### config.mk
export PLATFORM = sky130hd
export DESIGN_NAME = alu_arbiter
export DESIGN_NICKNAME = d
export VERILOG_FILES = /design/src/rtl/alu_arbiter.sv
export SDC_FILE = /design/constraint.sdc
export NUM_CORES = 1
export LEC_CHECK = 0
export ABC_CLOCK_PERIOD_IN_PS = 1100
export BUFFER_PORTS_ARGS = -buffer_cell sky130_fd_sc_hd__buf_4
export CORE_AREA = 5 5 55 67
export DETAILED_ROUTE_END_ITERATION = 7
export DIE_AREA = 0 0 60 72
export GPL_ROUTABILITY_DRIVEN = 0
export PLACE_DENSITY_LB_ADDON = 0.15
export SETUP_SLACK_MARGIN = 0.4
export SLEW_MARGIN = 0
export SYNTH_ARGS = -nofsm -noshare
export SYNTH_HDL_FRONTEND = slang
export SYNTH_SLANG_ARGS = --single-unit
### constraint.sdc
create_clock -name clk -period 1.1 [get_ports clk]
set_input_delay 0.055 -clock clk [delete_from_list [all_inputs] [get_ports clk]]
set_output_delay 0.055 -clock clk [all_outputs]
set_load 0.01 [all_outputs]
### src/rtl/alu_arbiter.sv
// Round-robin front end that time-shares one combinational ALU between two requesters.
// Each accepted operation takes IDLE -> EXEC -> RESP; every output comes from a flop.
module alu_arbiter #(
    parameter int WIDTH = 5
) (
    input  logic             clk,
    input  logic             reset,
    input  logic             req0,
    input  logic [WIDTH-1:0] a0,
    input  logic [WIDTH-1:0] b0,
    input  logic             op0,
    input  logic             req1,
    input  logic [WIDTH-1:0] a1,
    input  logic [WIDTH-1:0] b1,
    input  logic             op1,
    output logic             gnt0,
    output logic             gnt1,
    output logic [WIDTH-1:0] alu_a,
    output logic [WIDTH-1:0] alu_b,
    output logic             alu_op,
    input  logic [WIDTH-1:0] alu_r,
    input  logic             alu_zf,
    output logic [WIDTH-1:0] res,
    output logic             res_zf,
    output logic             res_id,
    output logic             res_valid,
    output logic             busy
);

    typedef enum logic [1:0] {IDLE, EXEC, RESP} state_t;

    state_t           state_reg, state_next;
    logic             last_reg, last_next;
    logic             owner_reg, owner_next;
    logic             gnt0_reg, gnt0_next;
    logic             gnt1_reg, gnt1_next;
    logic [WIDTH-1:0] alu_a_reg, alu_a_next;
    logic [WIDTH-1:0] alu_b_reg, alu_b_next;
    logic             alu_op_reg, alu_op_next;
    logic [WIDTH-1:0] res_reg, res_next;
    logic             res_zf_reg, res_zf_next;
    logic             res_id_reg, res_id_next;
    logic             res_valid_reg, res_valid_next;
    logic             busy_reg, busy_next;
    logic             win0, win1;

    // On a tie the requester that was not served last wins.
    assign win0 = req0 && (!req1 || last_reg);
    assign win1 = req1 && (!req0 || !last_reg);

    always_comb begin
        state_next     = state_reg;
        last_next      = last_reg;
        owner_next     = owner_reg;
        gnt0_next      = 1'b0;
        gnt1_next      = 1'b0;
        alu_a_next     = alu_a_reg;
        alu_b_next     = alu_b_reg;
        alu_op_next    = alu_op_reg;
        res_next       = res_reg;
        res_zf_next    = res_zf_reg;
        res_id_next    = res_id_reg;
        res_valid_next = 1'b0;
        case (state_reg)
            IDLE: begin
                if (win0) begin
                    alu_a_next  = a0;
                    alu_b_next  = b0;
                    alu_op_next = op0;
                    gnt0_next   = 1'b1;
                    last_next   = 1'b0;
                    owner_next  = 1'b0;
                    state_next  = EXEC;
                end else if (win1) begin
                    alu_a_next  = a1;
                    alu_b_next  = b1;
                    alu_op_next = op1;
                    gnt1_next   = 1'b1;
                    last_next   = 1'b1;
                    owner_next  = 1'b1;
                    state_next  = EXEC;
                end
            end
            EXEC: begin
                res_next       = alu_r;
                res_zf_next    = alu_zf;
                res_id_next    = owner_reg;
                res_valid_next = 1'b1;
                state_next     = RESP;
            end
            RESP: begin
                state_next = IDLE;
            end
            default: begin
                state_next = IDLE;
            end
        endcase
        busy_next = (state_next != IDLE);
    end

    // Asynchronous assertion aborts any operation in flight without a response.
    always_ff @(posedge clk or negedge reset) begin
        if (!reset) begin
            state_reg     <= IDLE;
            last_reg      <= 1'b1;
            owner_reg     <= 1'b0;
            gnt0_reg      <= 1'b0;
            gnt1_reg      <= 1'b0;
            alu_a_reg     <= '0;
            alu_b_reg     <= '0;
            alu_op_reg    <= 1'b0;
            res_reg       <= '0;
            res_zf_reg    <= 1'b0;
            res_id_reg    <= 1'b0;
            res_valid_reg <= 1'b0;
            busy_reg      <= 1'b0;
        end else begin
            state_reg     <= state_next;
            last_reg      <= last_next;
            owner_reg     <= owner_next;
            gnt0_reg      <= gnt0_next;
            gnt1_reg      <= gnt1_next;
            alu_a_reg     <= alu_a_next;
            alu_b_reg     <= alu_b_next;
            alu_op_reg    <= alu_op_next;
            res_reg       <= res_next;
            res_zf_reg    <= res_zf_next;
            res_id_reg    <= res_id_next;
            res_valid_reg <= res_valid_next;
            busy_reg      <= busy_next;
        end
    end

    assign gnt0      = gnt0_reg;
    assign gnt1      = gnt1_reg;
    assign alu_a     = alu_a_reg;
    assign alu_b     = alu_b_reg;
    assign alu_op    = alu_op_reg;
    assign res       = res_reg;
    assign res_zf    = res_zf_reg;
    assign res_id    = res_id_reg;
    assign res_valid = res_valid_reg;
    assign busy      = busy_reg;

endmodule
== Word-level counts from Yosys, hierarchy flattened ==
Index checks and enable logic that the tools add are counted.

* Word-level logic and storage cells: 42
* Output and inout port bits: 22
* Register bits after elaboration: 26

* Muxes and demuxes: 17
* Reductions and logical operators: 11
* Equality and inequality tests: 1

{| class="wikitable"
|+ Operators by type and width
! kind !! number
|-
| $mux 5 || 4
|-
| $mux 1 || 10
|-
| $mux 2 || 2
|-
| $pmux 2 s2 || 1
|-
| $reduce_bool 2->1 || 2
|-
| $logic_not 1->1 || 3
|-
| $eq 2x1->1 const B || 1
|-
| $logic_and 1x1->1 || 2
|-
| $logic_not 2->1 || 1
|-
| $logic_or 1x1->1 || 2
|-
| $reduce_and 2->1 || 1
|}

== Logic depth before layout (Yosys ltp) ==
Gate-level depths: netlist of run 1.

* Word-level depth: 7
* Depth in mapped cells: 5
* Gate-level depth less buffers: 4

== Least setup slack after synthesis of run 1 ==
No wires, ideal clock.

* Kind: flip-flop to flip-flop
* Start point: reg last_reg
* End point: reg alu_a_reg[0], in the netlist alu_a[0]
* Arrival: 1108 ps
* Stages on the path, launching flop included: 5
* Clock period less this slack: 1189 ps
* Setup time: 81 ps
* Setup slack: -89 ps
* Required time: 1019 ps
* Path through: dfstp_2 -> nand2b_1 -> buf_2 -> nand3_1 -> a31oi_2

* Longest elaborated chain between the ends: 5

{| class="wikitable"
|+ Ends and longest elaborated chain
! item !! line !! text
|-
| start, declared || 33 || <nowiki>logic last_reg, last_next;</nowiki>
|-
| start signal, assigned || 119 || <nowiki>last_reg <= last_next;</nowiki>
|-
| $logic_not 1->1 || 49 || <nowiki>assign win1 = req1 && (!req0 || !last_reg);</nowiki>
|-
| $logic_or 1x1->1 || 49 ||
|-
| $logic_and 1x1->1 || 49 ||
|-
| $reduce_bool 2->1 (no source line) || n/a ||
|-
| $reduce_and 2->1 (no source line) || n/a ||
|-
| end signal, assigned || 123 || <nowiki>alu_a_reg <= alu_a_next;</nowiki>
|-
| end, declared || 37 || <nowiki>logic [WIDTH-1:0] alu_a_reg, alu_a_next;</nowiki>
|}

Parallel ways exist; a longest one is shown, timed or not.
A chain may end at the register's enable or synchronous reset.

== Worst setup path after layout of run 1 ==
Same ends and word-level chain as after synthesis.

==> run summary, run 1 <==
Setup repair after global routing could not meet its margin everywhere. Die footprint: 4320 sq um. Data arrives at the worst endpoint at 1.34 ns.

In this run switching power makes up 36.6% of total power. Based on the critical path, the design can be clocked at up to 881 MHz. The run finished, with violations left.

The I/O pin count was 54. The synthesized design devotes to its leading area cell type 54.1% of total area. In this run, distinct cell masters in the synthesized netlist total 20. The library cells used most frequently in the layout, excluding fill and tap cells, are sky130_fd_sc_hd__buf_4, sky130_fd_sc_hd__buf_6, sky130_fd_sc_hd__dfrtp_1, sky130_fd_sc_hd__dlygate4sd3_1. Entering global routing, the biggest net connects 27 pins. Across all hold checks on the routed design, the worst slack comes to 0.0168 ns.

In this run the cell area measured after placement is 1720 sq um. Global-route wire length before repair: 5850 microns. For the initial antenna violation count, the log shows 0.

Once layout is done, the placed cells without fillers occupy 2280 sq um. Dividing total power by cell area gives a power density of 2520 nW/um^2. The number of nets in the synthesized netlist is 148, and the die extent in y is 72 microns.

The clock network burns 8.2% of the power. The number of sinks handled by clock tree synthesis is 26, and the count of standard-cell rows is 22. By area, the combinational part of the netlist is dominated by compound AO/OA/AOI/OAI gates. The via total after detailed routing was 1221.

Counting I/O delays and the setup requirement, the final critical path takes 1.13 ns. After synthesis, the cell types taking the most area are sky130_fd_sc_hd__dfrtp_1, sky130_fd_sc_hd__a31oi_2, sky130_fd_sc_hd__nand2_1. The number of standard cells after synthesis came out at 116. Setup violations remaining at the end of the flow were counted as 9. Critical path class: reg2reg. For this run, the leading register cell type out of synthesis is sky130_fd_sc_hd__dfrtp_1.

For the critical path required time, the log shows 1.31 ns. For the combinational group share of total power, the log shows 60.5%. For the via count of the first global-routing pass, the log shows 1270. The post-detailed-route count of antenna-violating nets was 0; the clock-pin slew on the worst setup and hold paths was 0.14 ns.

The maximum single-stage delay on the critical path was 0.61 ns. The fraction of registers with async set/reset is 100%, and the top fanout value on the critical path is 9. The largest total area in the synthesized netlist belongs to sky130_fd_sc_hd__dfrtp_1. The portion of synthesized area spent on multiplexers is 0%. The share of total power dissipated in sequential elements is 31.3%. The tool flagged a number of max-cap violations equal to 0.

The final reports fail on negative setup slack. The cell type of the slowest stage on the worst timing path is sky130_fd_sc_hd__dfstp_2. Most common cell after layout, fill and taps aside: sky130_fd_sc_hd__buf_4.

The first routing iteration left 53 violations. The number of optimization iterations in the first detailed-route pass was 4; the maximum clock path buffer count was 2. Summed over all nets, the switching power comes to 2100 uW. The tree is rooted in a sky130_fd_sc_hd__clkbuf_4. The number of CTS-inserted buffers was 3; the H-tree level count was 1. Summing the sequential cell areas from Yosys gives 56.3% of the chip area. Timing analysis after detailed placement gives a worst setup slack of -0.0211 ns. TritonCTS built the clock tree. The placeable core region is 2970 sq um, and the detail-routed via count per cell is 4.94. For the pin with the worst max-slew slack, the measured transition is 0.331 ns. Of the available clock period, the critical path in the final layout requires 103%. The tools report the aggregate routed wire length as 3600 microns. Internal power comes to 3640 uW. The run gives 0.00106 uW as the static leakage.

The final hold violation count was 0; the number of antenna cells inserted was 0. For this run, the number of Yosys warnings is 0. The netlist area before placement is 1160 sq um, and the maximum clock skew at final layout is 0.00148 ns. The worst min-delay path category was in2reg. Summing the areas of all fa, ha and maj instances in the mapped netlist gives 0% of the synthesized area. Summing the areas of all xor and xnor instances in the mapped netlist gives 0% of the synthesized area. The total overflow left after global routing is 0. The synthesized design contains 0 enable-type register cells. Input and output buffers added on the ports amount to 53. The die is 60 microns wide. The logs give 0.31 ns for the clock latency on the worst-skew pair and 77.9% for the relative slew slack.

The worst setup path is captured at a flop. The tools report the type of origin of the critical path as a flop. The tools report the sum of negative setup slack as -0.233 ns.

The area added between synthesis and finish is 96.6%, and the sum of internal, switching and leakage power is 5740 uW. The complex-gate fraction of the synthesized area is 22.2%, and the initial cell density of the core is 38.9%. Average wire length per cell after detail routing: 14.6 microns. In the global route stage, overall resource usage came out at 17.6%. The HPWL after detailed placement is 2270 microns.

Across the VDD grid, the largest voltage drop is 1.69 mV. In the final layout, the share of cells above drive strength 1 is 60.2%. The number of buffers and inverters on the critical path came out at 1. The tools report the number of max-slew violations in the final report as 0. The simple-gate portion of the synthesized area was 16.8%. Among cell families on the critical path, the largest total delay comes from flip-flops. The flip-flop and latch count after synthesis was 26; the mean instance size in the synthesized netlist was 9.98 sq um. The number of nets in the finished design is 244. The critical path goes through nor2b_4 > buf_12 > o21ai_4 > a31oi_2.

The logs give -0.0346 ns for the minimum setup slack in the final design and 0 for the DRC violations left.
-- cell type report --
| type | instances | area (sq um) |
|---|---|---|
| clock buffers | 4 | 36.3 |
| fillers | 196 | 697 |
| inverters | 3 | 16.3 |
| multi-input cells | 81 | 626 |
| flip-flops and latches | 26 | 652 |
| well taps | 36 | 45.0 |
| repair buffers | 97 | 901 |
-- path summary, 6_finish.rpt --
kind	start	slack [ns]	cells after the start	to
max	last_reg$_DFFE_PN1P_	-0.03	4	alu_a[0]$_DFFE_PN0P_
min	req1	0.02	3	gnt1$_DFF_PN0_
max reg2reg	last_reg$_DFFE_PN1P_	-0.03	4	alu_a[0]$_DFFE_PN0P_
min reg2reg	owner_reg$_DFFE_PN0P_	0.52	2	res_id$_DFFE_PN0N_
max in group asynchronous	reset	0.64	2	last_reg$_DFFE_PN1P_
min in group asynchronous	reset	0.16	2	res_valid$_DFF_PN0_
-- logic make-up after synthesis --
family	Yosys count
AND/OR/NAND/NOR	42
flip-flops	26
AO/OA/AOI/OAI	37
buffers and inverters	11
-- power by group through the flow --
stage	Sequential [uW]	Clock [uW]	Combinational, uW
2_1_floorplan	1880	0	1260
3_3_place_gp	1700	0	2400
3_5_place_dp	1720	0	2450
4_1_cts	1780	491	3240
5_1_grt	1850	538	3740
6_report	1800	474	3470
-- cell usage after synthesis, types with 2 or more instances --
master                     number
sky130_fd_sc_hd__buf_2          5
sky130_fd_sc_hd__inv_1          2
sky130_fd_sc_hd__clkbuf_1       2
sky130_fd_sc_hd__a31oi_2        9
sky130_fd_sc_hd__nand2_1       22
sky130_fd_sc_hd__nand3_1       11
sky130_fd_sc_hd__nand2b_1       3
sky130_fd_sc_hd__dfrtp_1       25
sky130_fd_sc_hd__a21oi_1       14
sky130_fd_sc_hd__o21ai_0       11
sky130_fd_sc_hd__a31oi_1        3
-- tightest hold or removal path, delay by kind of cell --
kind / cells / cell delay, ns
AO/OA/AOI/OAI: 1 / 0.03
buffers and inverters: 1 / 0.15
AND/OR/NAND/NOR: 1 / 0.08
-- stage by stage --
step	instances	utilization [%]
after floorplan	116	-
after global placement	207	57.9
after detailed placement	207	57.9
after CTS	237	71.8
after global routing	247	76.6
final	247	76.6
-- repair_timing --
action | in CTS | in global routing
endpoints found under the hold margin | 39 | 6
endpoints found under the setup margin | 48 | 48
buffers inserted | 10 | 4
gates resized for setup | 41 | 11
hold buffers | 14 | 6
pin swaps | 16 | 3
cloned | 2 | 0
-- per-layer routing --
metal | wire [microns] | vias up | GRT usage, %
li1 | - | 596 | -
met3 | 261 | 2 | 4.27
met5 | 0 | - | 0
met1 | 1340 | 582 | 20.4
met4 | 21 | 0 | 5.67
met2 | 1980 | 41 | 31.3
Power figures use the tool's default switching activity.
==> inputs of run 2 (changes only) <==
--- a/config.mk
+++ b/config.mk
@@ -7,11 +7,11 @@
 export LEC_CHECK = 0
 export ABC_CLOCK_PERIOD_IN_PS = 1100
 export BUFFER_PORTS_ARGS = -buffer_cell sky130_fd_sc_hd__buf_4
-export CORE_AREA = 5 5 55 67
+export CORE_AREA = 5 5 59 71
 export DETAILED_ROUTE_END_ITERATION = 7
-export DIE_AREA = 0 0 60 72
+export DIE_AREA = 0 0 64 76
 export GPL_ROUTABILITY_DRIVEN = 0
-export PLACE_DENSITY_LB_ADDON = 0.15
+export PLACE_DENSITY_LB_ADDON = 0.05
 export SETUP_SLACK_MARGIN = 0.4
 export SLEW_MARGIN = 0
 export SYNTH_ARGS = -nofsm -noshare
==> run 2 against run 1 <==
  * The run still ends with negative setup slack left
  * Non-clock buffer count shrank 14
  * Global-route usage decreased by 2.3 points
  * First-iteration DRC count shrank 25%
  * Routed wire length up 2.9%
  * Clock power up 17%
  * Hold slack gained 0.040 ns
  * Cell count decreased by 4.5%
  * Via count down 2.4%
  * Largest cell class unchanged
  * Largest power group unchanged
==> run summary, run 2 (same netlist as run 1, synthesis figures left out) <==
The run finished, with violations left. The final reports fail on negative setup slack. The final hold violation count came out at 0.

The width of the die works out to 64 microns. Timing would allow up to 890 MHz. The transition time of the tightest slew-check pin was 0.344 ns.

The number of CTS-inserted buffers is 3. The tools report the type of origin of the critical path as a flop. At the later pin of the worst-skew pair, clock insertion delay measures 0.27 ns. In the final layout, flip-flops and latches occupy 652 sq um.

The worst setup path is of the reg2reg kind. After detailed routing, the number of remaining DRC violations is 0. The worst min-delay path category is in2reg. The area growth from synthesis to layout is 84.6%. The count of standard-cell rows is 24, and the top fanout value on the critical path is 6. Maximum clock skew at final layout: 0.00771 ns. After layout, the minimum clock period comes to 1.12 ns. The static leakage was 0.000996 uW; the share of post-route cells with drive strength above 1 was 63.5%. The worst pin sits at a relative slew slack of 77.1%. The logs give 2380 microns for the placed wire-length estimate and 2140 sq um for the final standard cell area without fillers. Maximum clock path buffer count: 2. Dividing the detail-routed via count by the number of cells gives 5.05.

Entering global routing, the biggest net connects 27 pins. The final layout contains routed wiring with a total length of 3700 microns. The run gives -0.0238 ns as the minimum setup slack in the final design.

The tools report the total placed instance area as 1700 sq um. The number of instances in the placed design was 209. Internal power comes to 3660 uW. The root buffer cell chosen for the clock tree is sky130_fd_sc_hd__clkbuf_8. TritonCTS built the clock tree. The via total after detailed routing is 1192, and the post-route non-filler standard cell count is 236.

Input and output buffers added on the ports amount to 53. The tree built by TritonCTS fans out to 26 sinks. The logs give -0.168 ns for the sum of negative setup slack and 0 for the number of max-slew violations in the final report.

The analysis attributes to net switching a power of 2140 uW. After clock tree synthesis, the clock-pin slew on the worst setup and hold paths is 0.09 ns. The pre-antenna-repair detailed-routing pass consisted of 4 iterations. After layout, the worst path uses 102% of the clock period. The multi-input combinational cells in the finished layout cover a total of 617 sq um. The die extent in y was 76 microns; the number of nets in the finished design was 230. Dividing the detail-routed wire length by the instance count gives 15.7 microns.

The floorplan step defined a die boundary enclosing 4860 sq um. The run gives 0 as the post-detailed-route count of antenna-violating nets. The critical path required time was 1.26 ns; the initial cell density of the core was 32.9%. For the via count of the first global-routing pass, the log shows 1302. The run gives 54 as the I/O pin count. Setup violations remaining at the end of the flow were counted as 11. The detailed router's first-iteration violation count was 40. Leaving out fill and tap cells, the most frequent cell in the layout is sky130_fd_sc_hd__buf_4.

Hold is met by 0.0564 ns. The repair_antennas step left the layout with diodes totalling 0. The region available for standard cell placement spans 3510 sq um. The clock network is responsible for 9.5% of the overall power.

The H-tree level count is 1. The worst-case IR drop observed on VDD is 1.71 mV. The sequential fraction of design power is 31.0%. Max-cap violations in this run came to 0. The initial antenna violation count is 0. The worst setup path is captured at a flop. The worst path arrival time is 1.28 ns, and the overall overflow remaining after global route is 0. The first global-routing pass estimated 6080 microns of wire. For this run, the total global-route usage over all layers was measured as 15.4%. The sum of internal, switching and leakage power was 5800 uW. The worst setup slack for register-to-register paths was -0.02 ns; the proportion of total power due to net switching was 36.8%. The run gives 59.5% as the combinational group share of total power. After filler insertion, the fill cell instance count of the layout stands at 295. Setup repair after global routing could not meet its margin everywhere. Power spread over the standard cell area amounts to 2720 nW/um^2. The top cell types in the final layout, fill and taps aside, are sky130_fd_sc_hd__buf_4, sky130_fd_sc_hd__buf_6, sky130_fd_sc_hd__dfrtp_1, sky130_fd_sc_hd__a21oi_1, sky130_fd_sc_hd__nand2_1.
run 2: power groups by stage:
stage / Sequential [uW] / Clock [uW] / Combinational [uW]
after global placement: 1710 / 0 / 2360
after floorplan: 1880 / 0 / 1260
after CTS: 1790 / 564 / 3400
after global routing: 1850 / 587 / 3730
after detailed placement: 1720 / 0 / 2410
final: 1800 / 554 / 3450
run 2: worst paths after layout:
| check | start | to | cells after the start |
|---|---|---|---|
| max | last_reg$_DFFE_PN1P_ | owner_reg$_DFFE_PN0P_ | 3 |
| min | a1[0] | alu_a[0]$_DFFE_PN0P_ | 3 |
| max reg2reg | last_reg$_DFFE_PN1P_ | owner_reg$_DFFE_PN0P_ | 3 |
| min reg2reg | owner_reg$_DFFE_PN0P_ | res_id$_DFFE_PN0N_ | 2 |
| max in group asynchronous | reset | last_reg$_DFFE_PN1P_ | 2 |
| min in group asynchronous | reset | alu_a[3]$_DFFE_PN0P_ | 2 |
run 2: per-layer routing:
layer	global-route usage [%]	up-vias	wire (microns)
met4	5.82	0	49
met5	0	-	0
met1	18.0	569	1430
li1	-	569	-
met2	26.8	46	2000
met3	3.24	8	230
run 2: metrics by stage:
step / setup WS [ns] / utilization, %
2_1_floorplan: 0.0139 / -
3_3_place_gp: -0.0249 / 48.5
3_5_place_dp: -0.0619 / 48.5
4_1_cts: -0.0269 / 60.3
5_1_grt: -0.0831 / 60.8
6_report: -0.0238 / 60.8
run 2: layout make-up:
| class | instances | area share [%] |
|---|---|---|
| repair buffers | 83 | 35.5 |
| inverters | 3 | 0.761 |
| clock buffers | 4 | 2.11 |
| multi-input cells | 81 | 28.9 |
| flip-flops and latches | 26 | 30.5 |
| well taps | 39 | 2.28 |
run 2: worst max-delay path, cell delays in order, from the launching register on:
cell and delay [ns]:
sky130_fd_sc_hd__dfstp_2 0.59, sky130_fd_sc_hd__nand2b_4 0.19, sky130_fd_sc_hd__and3_4 0.20, sky130_fd_sc_hd__nor2_2 0.04
run 2: repair_timing:
| action | 4_1_cts | 5_1_grt |
|---|---|---|
| resized for setup | 51 | 4 |
| gates cloned | 3 | 0 |
| hold endpoints to repair | 32 | 0 |
| setup buffers | 12 | 1 |
| hold buffers | 7 | 0 |
| pin swaps | 18 | 0 |
| setup endpoints to repair | 48 | 48 |
